[config.mk]
export PLATFORM = sky130hd
export DESIGN_NAME = fetch_unit
export DESIGN_NICKNAME = d
export VERILOG_FILES = /design/src/rtl/fetch_pkg.sv /design/src/rtl/fetch_watchdog.sv /design/src/rtl/fetch_unit.sv
export SDC_FILE = /design/constraint.sdc
export NUM_CORES = 1
export LEC_CHECK = 0
export CAP_MARGIN = 20
export CORE_MARGIN = 2
export CORE_UTILIZATION = 50
export CTS_BUF_LIST = sky130_fd_sc_hd__clkbuf_8
export DETAILED_ROUTE_END_ITERATION = 10
export GPL_TIMING_DRIVEN = 0
export PLACE_DENSITY = 0.87
export SYNTH_ARGS = -nofsm -noshare
export SYNTH_HDL_FRONTEND = slang
export SYNTH_HIERARCHICAL = 1
export SYNTH_SLANG_ARGS = --single-unit
[constraint.sdc]
create_clock -name clk -period 5.1 [get_ports clk]
set_clock_uncertainty 0.05 [all_clocks]
set_input_delay 1.02 -clock clk [delete_from_list [all_inputs] [get_ports clk]]
set_output_delay 1.02 -clock clk [all_outputs]
set_load 0.02 [all_outputs]
[src/rtl/fetch_pkg.sv]
// Shared types and constants for the instruction fetch unit.
package fetch_pkg;

  typedef enum logic [1:0] {
    IDLE  = 2'd0,
    FETCH = 2'd1,
    HOLD  = 2'd2,
    FAULT = 2'd3
  } state_e;

  typedef enum logic [1:0] {
    FC_NONE       = 2'b00,
    FC_MISALIGNED = 2'b01,
    FC_TIMEOUT    = 2'b10
  } fault_code_e;

  localparam logic [31:0] INSTR_BYTES = 32'd4;

  // Wide enough for any TIMEOUT in 1..255.
  localparam int TIMEOUT_W = 8;

endpackage

[src/rtl/fetch_watchdog.sv]
// Wait counter for outstanding instruction-memory requests.
//   clear   : zero the counter (priority over enable)
//   enable  : count one more cycle without a response
//   expired : this is the TIMEOUT-th waiting cycle
module fetch_watchdog
  import fetch_pkg::*;
#(
  parameter int unsigned TIMEOUT = 16
) (
  input  logic clk,
  input  logic reset,
  input  logic clear,
  input  logic enable,
  output logic expired
);

  localparam logic [TIMEOUT_W-1:0] LAST = TIMEOUT_W'(TIMEOUT - 1);

  logic [TIMEOUT_W-1:0] count_q, count_d;

  always_comb begin
    count_d = count_q;
    if (clear) begin
      count_d = '0;
    end else if (enable) begin
      count_d = count_q + 1'b1;
    end
  end

  always_ff @(posedge clk or posedge reset) begin
    if (reset) begin
      count_q <= '0;
    end else begin
      count_q <= count_d;
    end
  end

  // count_q holds the number of cycles already waited, so the cycle in which
  // it equals TIMEOUT-1 is the last one in which an ack is still accepted.
  assign expired = (count_q == LAST);

endmodule

[src/rtl/fetch_unit.sv]
// Instruction fetch unit: requests one word at a time from instruction
// memory, holds it for the consumer, and follows jumps/taken branches.
//   clk, reset                   : clock, async active-high reset
//   imem_req/addr, ack/rdata     : instruction-memory read port
//   instr_valid/ready            : handshake to the datapath
//   instruction, pc              : held instruction and its address
//   jump, branch_taken, target   : redirect, sampled on accept only
//   fault, fault_code            : sticky fault and its cause
//   retired_count                : accepted instruction count
module fetch_unit
  import fetch_pkg::*;
#(
  parameter logic [31:0] RESET_PC = 32'h0000_0000,
  parameter int unsigned TIMEOUT  = 16
) (
  input  logic        clk,
  input  logic        reset,
  output logic        imem_req,
  output logic [31:0] imem_addr,
  input  logic        imem_ack,
  input  logic [31:0] imem_rdata,
  output logic        instr_valid,
  input  logic        instr_ready,
  output logic [31:0] instruction,
  output logic [31:0] pc,
  input  logic        jump,
  input  logic        branch_taken,
  input  logic [31:0] target_addr,
  output logic        fault,
  output logic [1:0]  fault_code,
  output logic [31:0] retired_count
);

  state_e      state_q, state_d;
  logic [31:0] pc_q, pc_d;
  logic [31:0] instr_q, instr_d;
  fault_code_e fcode_q, fcode_d;
  logic [31:0] retired_q, retired_d;

  logic wd_clear, wd_enable, wd_expired;

  fetch_watchdog #(
    .TIMEOUT (TIMEOUT)
  ) u_watchdog (
    .clk     (clk),
    .reset   (reset),
    .clear   (wd_clear),
    .enable  (wd_enable),
    .expired (wd_expired)
  );

  always_comb begin
    state_d   = state_q;
    pc_d      = pc_q;
    instr_d   = instr_q;
    fcode_d   = fcode_q;
    retired_d = retired_q;
    wd_clear  = 1'b0;
    wd_enable = 1'b0;

    case (state_q)
      IDLE: begin
        state_d  = FETCH;
        wd_clear = 1'b1;
      end
      FETCH: begin
        // An ack in the expiring cycle still wins over the timeout.
        if (imem_ack) begin
          instr_d = imem_rdata;
          state_d = HOLD;
        end else if (wd_expired) begin
          fcode_d = FC_TIMEOUT;
          state_d = FAULT;
        end else begin
          wd_enable = 1'b1;
        end
      end
      HOLD: begin
        if (instr_ready) begin
          retired_d = retired_q + 32'd1;
          if (jump || branch_taken) begin
            if (target_addr[1:0] == 2'b00) begin
              pc_d     = target_addr;
              state_d  = FETCH;
              wd_clear = 1'b1;
            end else begin
              // The instruction still retires; pc keeps its address.
              fcode_d = FC_MISALIGNED;
              state_d = FAULT;
            end
          end else begin
            pc_d     = pc_q + INSTR_BYTES;
            state_d  = FETCH;
            wd_clear = 1'b1;
          end
        end
      end
      FAULT: begin
        state_d = FAULT;
      end
      default: begin
        state_d = IDLE;
      end
    endcase
  end

  always_ff @(posedge clk or posedge reset) begin
    if (reset) begin
      state_q   <= IDLE;
      pc_q      <= RESET_PC;
      instr_q   <= '0;
      fcode_q   <= FC_NONE;
      retired_q <= '0;
    end else begin
      state_q   <= state_d;
      pc_q      <= pc_d;
      instr_q   <= instr_d;
      fcode_q   <= fcode_d;
      retired_q <= retired_d;
    end
  end

  assign imem_req      = (state_q == FETCH);
  assign imem_addr     = pc_q;
  assign instr_valid   = (state_q == HOLD);
  assign instruction   = instr_q;
  assign pc            = pc_q;
  assign fault         = (state_q == FAULT);
  assign fault_code    = fcode_q;
  assign retired_count = retired_q;

endmodule

* Word-level counts from Yosys, hierarchy flattened *
Index checks and enable logic that the tools add are counted.

word-level totals
  flip-flop bits (word level) = 108
  input bits = 70
  output and inout port bits = 133

operators by class
  reduce and logical (&&, ||, !) cells = 10
  add/sub/neg operators = 3
  eq/ne operators = 11
  mux-type cells = 23

operators by type and width
  operator                                             number
  two-way mux 32 bit                                   2
  adder 32 x 1 -> 32 bit, second input constant        1
  adder 32 x 3 -> 32 bit, second input constant        1
  two-way mux 2 bit                                    10
  two-way mux 8 bit                                    2
  adder 8 x 1 -> 8 bit, second input constant          1
  equality test 8 x 4 -> 1 bit, second input constant  1
  != test 2 x 1 -> 1 bit, second input constant        4
  one-hot mux 2 bit (4 select lines)                   1
  two-way mux 1 bit                                    6
  AND reduction 2 bit                                  3
  AND reduction 6 bit                                  1
  equality test 2 bit, second input constant           2
  zero test 2 bit                                      2
  != test 2 bit, second input constant                 2
  one-hot mux 2 bit (2 select lines)                   1
  nonzero test 2 bit                                   2
  != test 3 x 1 -> 1 bit, second input constant        1
  AND reduction 3 bit                                  1
  equality test 2 x 1 -> 1 bit, second input constant  1
  one-hot mux 1 bit (2 select lines)                   1
  logical OR 1 bit                                     1

* Longest topological paths before layout *
Gate-level depths: netlist of the first run.

  depth in word-level cells = 6
  gate-level depth with buffers = 9
  mapped depth without buffers = 6

* Modules after synthesis *
The synthesis of the first run kept the hierarchy.

by module, submodules not included
  module          cells each  seq. area each (um^2)  times used  area each (um^2)
  fetch_unit      481         2,502.4                1           5,041.1
  fetch_watchdog  40          200.2                  1           407.9

* Worst setup path after synthesis of the first run *
Ideal clock, no wire load.

  path type = input to register
  start = input branch_taken
  end = register u_watchdog.count_q[6]
  data required time = 4.973 ns
  setup slack = 2.358 ns
  stages = 8
  arrival time = 2.614 ns
  path through = nor2_1 o21ai_1 clkbuf_1 a21oi_1 buf_6 o2111ai_2 or3_1 a21oi_1

on the way
  word-level cells in the longest chain between the ends = 5

ends and longest elaborated chain
  what                                                            RTL line              text
  start: declaration                                              fetch_unit.sv:27      input logic branch_taken,
  logical OR 1 bit (*)                                            fetch_unit.sv:81      if (jump || branch_taken) begin
  two-way mux 1 bit (*)                                           fetch_unit.sv:81
  two-way mux 1 bit (*)                                           fetch_unit.sv:79      if (instr_ready) begin
  one-hot mux 1 bit (2 select lines) (*)                          fetch_unit.sv:61      case (state_q)
  via wd_clear                                                    fetch_unit.sv:40      logic wd_clear, wd_enable, wd_expired;
  two-way mux 8 bit / nonzero test 2 bit (equally long branches)  -
  end signal: assignment                                          fetch_watchdog.sv:34  count_q <= count_d;
  end: declaration                                                fetch_watchdog.sv:19  logic [TIMEOUT_W-1:0] count_q, count_d;

The timed path passes the listed nets; every way through them passes the cells marked *.
A chain may end at the register's enable or synchronous reset.

* Worst setup path after layout of the first run *
  start = input instr_ready
  end = register u_watchdog.count_q[6]

on the way
  word-level cells in the longest chain between the ends = 3

ends and longest elaborated chain
  what                                                            RTL line          text
  start: declaration                                              fetch_unit.sv:23  input logic instr_ready,
  two-way mux 1 bit (*)                                           fetch_unit.sv:79
  one-hot mux 1 bit (2 select lines) (*)                          fetch_unit.sv:61
  via wd_clear                                                    fetch_unit.sv:40
  two-way mux 8 bit / nonzero test 2 bit (equally long branches)  -

Marks and branches as above.

==> flow_summary_export.csv, run 1 <==
group,metric,value,unit
synthesis,synth_edf_count,0,
die,start_util,50.7,%
synthesis,syn_nets,594,
timing,tightestPinTransition,0.922,ns
min_path,hold_depth,1,
synthesis,ys_types,65,
setup_path,worstPathMaxFanout,10,
clocking,clock_sinks,108,
clocking,cts_root_buf,"clkbuf_8",
timing,rsz0062_at_grt,"false",
finish,area_delta_synth_final,44.7,%
finish,most-common-layout-cells,"clkdlybuf4s50_1, dfrtp_1, nand2_1",
die,fp.dieH,108,um
min_path,hold_start,"retired_count[31]",
drt,wire_per_inst,17.5,um
setup_path,reg2reg_to,"u_watchdog/count_q[6]",
setup_path,worstSetupEndpointType,"register",
setup_path,r2r_start,"state_q[0]",
setup_path,crit_start,"instr_ready",
drt,wl,15.4,mm
setup_path,reg2regPathDepth,9,
synthesis,synth_seq_cells,108,
synthesis,seq_area_frac_synth,49.6,%
finish,final_core_util,73.4,%
setup_path,path_buf_inv,4,
die,num_rows,38,
setup_path,r2r_slack,2.46,ns
clocking,path_clk_slew,0.10,ns
setup_path,worst_path_max_delay_cell,"clkdlybuf4s50_1",
setup_path,critPathArrivalTime,3.61,ns
clocking,cts_buffers,9,
clocking,cts.path.max_buffers,2,
clocking,ctsResizeCount,0,
setup_path,cp-start-kind,"input port",
setup_path,cp_cell_sequence,"clkdlybuf4s50_1 > and3b_1 > buf_4 > o21ai_1 > clkbuf_1 > a21oi_1 > buf_6 > o2111ai_2 > or3_1 > a21oi_1",
timing,fin_crit_sh,65.4,%
timing,fin_crit,3.34,ns
drt,routed_via_density,5.56,
synthesis,netlist_area,0.00545,mm2
timing,setup_viol_count_final,0,
die,die_w,108,um
setup_path,crit_top_cell,"a21oi_1",
finish,fillCellCount,780,
synthesis,synthCells,521,
grt,grt_pass1_vias,4875,
timing,whs,0.446,ns
place,gp_congestion,0.935,
timing,slew-limit-headroom,38.6,%
grt,grt_pass1_wl,24.4,mm
die,ios,203,
power,power.density,305,mW/mm2
place,pre_cts_ws,1.39,ns
synthesis,ys_warn_count,6,
synthesis,ys.flop_type,"dfrtp_1",
clocking,htree_levels,3,
drt,antenna_left,0,
place,hpwl,11.7,mm
min_path,hold_end,"retired_count[31]",
setup_path,required,5.37,ns
drt,vias,4890,
run_status,status,"finished clean",
grt,grt.total_usage,27.1,%
finish,antennaDiodeCount,0,
setup_path,critPathKind,"in -> reg",
clocking,tritoncts,"done",
setup_path,critPathMaxStageDelay,0.55,ns
drt,drtPass1Iterations,4,
drt,drc,0,
finish,layout_commonest_cell,"clkdlybuf4s50_1",
timing,fmax,300,MHz
place,port_buffers,202,
setup_path,critical_path_cell_count,10,
grt,overflow,0,
place,place_inst,864,
min_path,hold_path.class,"reg -> reg",
power,total_power,2.41,mW
timing,worst_slack,1.76,ns
setup_path,crit_family,"buffers and inverters",
finish,drive_above_1_share,14.6,%
die,dieArea,0.0117,mm2
timing,hold_violations,0,
timing,finalMaxSlewViolations,0,
die,core_region_area,0.0107,mm2
finish,fin_nets,808,
clocking,hold_buffers,0,
clocking,clkLatencyLatePin,0.39,ns
synthesis,syn_avg_cell_area,10.5,um2
drt,drt-initial-drc-count,254,
job,drv_cap,0,
grt,antenna_found_initial,0,
synthesis,async_reset_ff_share,100,%
power,vdd_ir_drop_max,289,uV
grt,grt_max_degree,75,
clocking,cts_setup_buffers,0,
power,p_leak,3.38,nW
finish,finalNonFillerCells,880,
==> per-stage QoR <==
step	area (um2)	setup TNS (ns)
global placement	7650	-7.53
CTS	7890	0
global route	7890	0
floorplan	5450	0
detailed placement	7680	0
finish	7890	0
==> Yosys cell counts, drive strengths merged, types with 2 or more instances <==
cell       n  area (um2)
a211oi     2        20.0
a21oi     29         145
a22oi      2        15.0
a2bb2oi    6        52.6
a31oi      5        31.3
and2       5        32.5
and3       9        56.3
and3b      2        17.5
and4       8        72.6
buf       41         308
clkbuf    11        42.5
dfrtp    108        2700
ha         3        37.5
inv       13        48.8
mux2      32         360
mux2i      4        40.0
nand2     45         171
nand3     19         113
nand3b     2        15.0
nand4     17         113
nor2      36         143
nor3      11        55.1
nor4       9        83.8
o21a       4        30.0
o21ai     20         100
o22a       5        43.8
o22ai     10        62.6
o31ai      2        15.0
or2        2        12.5
or3        4        26.3
or4        5        46.3
xnor2     20         175
xor2      15         131
==> worst register-to-register path, stage by stage, from the launching register on <==
cell	delay, ns
dfrtp_1	0.44
and3b_1	0.22
buf_4	0.16
o21ai_1	0.20
clkbuf_1	0.37
a21oi_1	0.27
buf_6	0.16
o2111ai_2	0.16
or3_1	0.38
a21oi_1	0.16
==> worst max path at each step <==
stage          slack (ns)                    end
2_1_floorplan        1.41          fault_code[0]
3_3_place_gp        -0.08      retired_count[18]
3_5_place_dp         1.39  u_watchdog/count_q[6]
4_1_cts              1.82  u_watchdog/count_q[6]
5_1_grt              1.62  u_watchdog/count_q[6]
6_report             1.76  u_watchdog/count_q[6]
==> final cells by class <==
cell class              count  area, um2  area share [%]
plain buffers              52        350            4.44
flip-flops and latches    108       2700            34.3
inverters                  13       51.3           0.651
well taps                 140        175            2.22
clock buffers              10        138            1.75
multi-input cells         348       2350            29.8
clock inverters             6       71.3           0.904
repair buffers            203       2050            26.0
==> state kept, by name (all words and copies together), names as in the netlist <==
signal / flops
imem_addr: 32
instruction: 32
retired_count: 32
u_watchdog/count_q: 8
fault_code: 2
state_q: 2
==> routing by layer <==
layer	GRT usage (%)	wire length (um)	up-vias
met2	46.5	8030	211
met1	31.8	5720	2382
met3	9.22	1280	31
met4	9.07	370	0
li1	-	-	2266
met5	0	0	-
==> power by group <==
part	total, mW	leakage [nW]	internal (mW)	switching (mW)
clock	0.545	0.0991	0.243	0.302
sequential	1.09	1.38	0.970	0.120
combinational	0.772	1.90	0.420	0.353
total	2.41	3.38	1.63	0.774
==> kinds of logic after synthesis <==
logic type | count (synthesis) | synth area share, %
XOR/XNOR | 35 | 5.63
multiplexers | 36 | 7.35
flip-flops | 108 | 49.6
AND/OR/NAND/NOR | 178 | 18.1
adder cells (fa/ha/maj) | 3 | 0.689
buffers and inverters | 65 | 7.32
AO/OA/AOI/OAI | 96 | 11.3
No activity file was read; power rests on OpenSTA's default activity.
==> run 2: changes to the inputs <==
CORE_UTILIZATION = 42   (was 50)
PLACE_DENSITY = 0.78   (was 0.87)
clock period = 2.94 ns   (was 5.1 ns; I/O delays follow)
==> run 2 against run 1 <==
Net effect:
- combinational power increased by 74%
- routed wire length shrank 0.53%
- hold slack lost 0.012 ns
- sequential cell count did not move
- critical path type unchanged
- critical endpoint unchanged
- largest cell class unchanged
==> flow_summary_export.csv, run 2 (same netlist as run 1, synthesis figures left out) <==
group,metric,value,unit
timing,tightestPinTransition,0.824,ns
place,hpwl,11.7,mm
timing,fmax,354,MHz
clocking,cts_setup_buffers,0,
setup_path,critPathKind,"in -> reg",
setup_path,path_buf_inv,4,
power,p_leak,3.39,nW
finish,area_delta_synth_final,45.6,%
grt,overflow,0,
job,drv_cap,0,
power,netSwitchingFraction,32.0,%
drt,wire_per_inst,16.8,um
clocking,ctsResizeCount,0,
power,p_switching,1.33,mW
setup_path,cp_cell_sequence,"clkdlybuf4s50_1 > and3b_1 > buf_4 > o21ai_1 > buf_2 > a21oi_1 > buf_6 > o2111ai_2 > or3_1 > a21oi_1",
clocking,cts_buffers,9,
timing,setup_viol_count_final,0,
place,place_area,0.00773,mm2
clocking,tritoncts,"done",
clocking,path_clk_slew,0.10,ns
setup_path,worstSetupEndpointType,"register",
setup_path,required,3.19,ns
die,num_rows,41,
setup_path,critPathArrivalTime,3.07,ns
place,port_buffers,202,
power,p_int,2.83,mW
die,fp.dieH,118,um
die,ios,203,
drt,antenna_left,0,
setup_path,cp-start-kind,"input port",
finish,fin_area,0.00793,mm2
clocking,hold_buffers,0,
power,clock_power_share,22.8,%
timing,finalMaxSlewViolations,0,
timing,fin_crit,2.82,ns
finish,fin_nets,809,
place,place_inst,897,
grt,grt_pass1_vias,4933,
power,vdd_ir_drop_max,391,uV
timing,fin_crit_sh,96.0,%
die,start_util,43.2,%
power,pwr-share-comb,32.1,%
setup_path,worstPathMaxFanout,10,
clocking,clock_sinks,108,
min_path,hold_path.class,"reg -> reg",
finish,most-common-layout-cells,"clkdlybuf4s50_1, dfrtp_1, nand2_1",
timing,rsz0062_at_grt,"false",
place,gp_congestion,0.876,
timing,hold_violations,0,
drt,drtPass1Iterations,5,
clocking,htree_levels,3,
drt,routed_via_density,5.37,
grt,antenna_found_initial,0,
die,dieArea,0.0139,mm2
die,core_region_area,0.0126,mm2
grt,grt_pass1_wl,25.0,mm
drt,drt-initial-drc-count,292,
power,power.density,525,mW/mm2
timing,slew-limit-headroom,45.1,%
die,die_w,118,um
finish,drive_above_1_share,14.6,%
setup_path,crit_family,"buffers and inverters",
drt,vias,4899,
timing,whs,0.435,ns
finish,layout_commonest_cell,"clkdlybuf4s50_1",
drt,drc,0,
drt,wl,15.3,mm
finish,finalNonFillerCells,913,
clocking,clkLatencyLatePin,0.38,ns
clocking,cts.path.max_buffers,2,
grt,grt.total_usage,22.4,%
setup_path,worst_path_max_delay_cell,"clkdlybuf4s50_1",
clocking,cts_root_buf,"clkbuf_8",
setup_path,crit_top_cell,"a21oi_1",
setup_path,critPathMaxStageDelay,0.53,ns
run_status,status,"finished clean",
finish,antennaDiodeCount,0,
grt,grt_max_degree,45,
power,pwr-share-seq,45.2,%
-- run 2: changes by cell type in the layout (fill, tap and decap cells not counted) --
cell	before	now
buf_12	0	2
buf_16	1	0
buf_2	0	1
clkbuf_1	10	9
clkinv_4	2	1
clkinvlp_4	2	1
inv_1	12	14
inv_4	1	0
inv_6	1	2
-- run 2: power groups by stage --
stage / clock network (mW) / registers [mW] / logic, mW
after floorplan: 0 / 2.11 / 0.424
after global placement: 0 / 1.90 / 1.31
final: 0.948 / 1.88 / 1.34
after CTS: 0.973 / 1.88 / 1.35
after detailed placement: 0 / 1.91 / 1.35
after global routing: 1.03 / 1.92 / 1.42
-- run 2: routing by layer --
metal	GRT usage (%)	vias up	share of wire [%]
met1	26.8	2374	40
met3	4.99	31	7.0
li1	-	2267	-
met4	9.34	0	2.4
met5	0	-	0
met2	38.8	227	50
-- run 2: area by class of cell --
cell class                      instances  area [um2]
Timing Repair Buffer                  204        2060
Inverter                               13        52.6
Fill cell                            1087        4690
Clock inverter                          6        63.8
Multi-Input combinational cell        348        2350
Sequential cell                       108        2700
Clock buffer                           10         138
Buffer                                 52         352
Tap cell                              172         215
-- run 2: final timing paths --
path / startpoint / to / slack (ns) / depth (start not counted)
max in group asynchronous: reset / retired_count[24] / 1.52 / 4
hold reg to reg: retired_count[31] / retired_count[31] / 0.43 / 1
setup reg to reg: state_q[0] / u_watchdog/count_q[6] / 0.38 / 9
hold / removal: retired_count[31] / retired_count[31] / 0.43 / 1
setup / recovery: instr_ready / u_watchdog/count_q[6] / 0.12 / 10
min in group asynchronous: reset / u_watchdog/count_q[2] / 0.48 / 2
-- run 2: through the flow --
| step | total power [mW] | TNS (ns) | util (%) | worst slack [ns] |
|---|---|---|---|---|
| 2_1_floorplan | 2.53 | 0 | - | 0.630 |
| 5_1_grt | 4.36 | 0 | 62.9 | 0.000242 |
| 3_5_place_dp | 3.26 | -1.05 | 61.3 | -0.397 |
| 4_1_cts | 4.21 | 0 | 62.8 | 0.00947 |
| 6_report | 4.17 | 0 | 62.9 | 0.118 |
| 3_3_place_gp | 3.21 | -0.951 | 60.9 | -0.301 |
==> run 3: changes to the inputs <==
CTS_CLUSTER_DIAMETER = 40   (was not set)
==> results of run 3 <==
Final layout, timing and power as in run 2 (identical DEF).
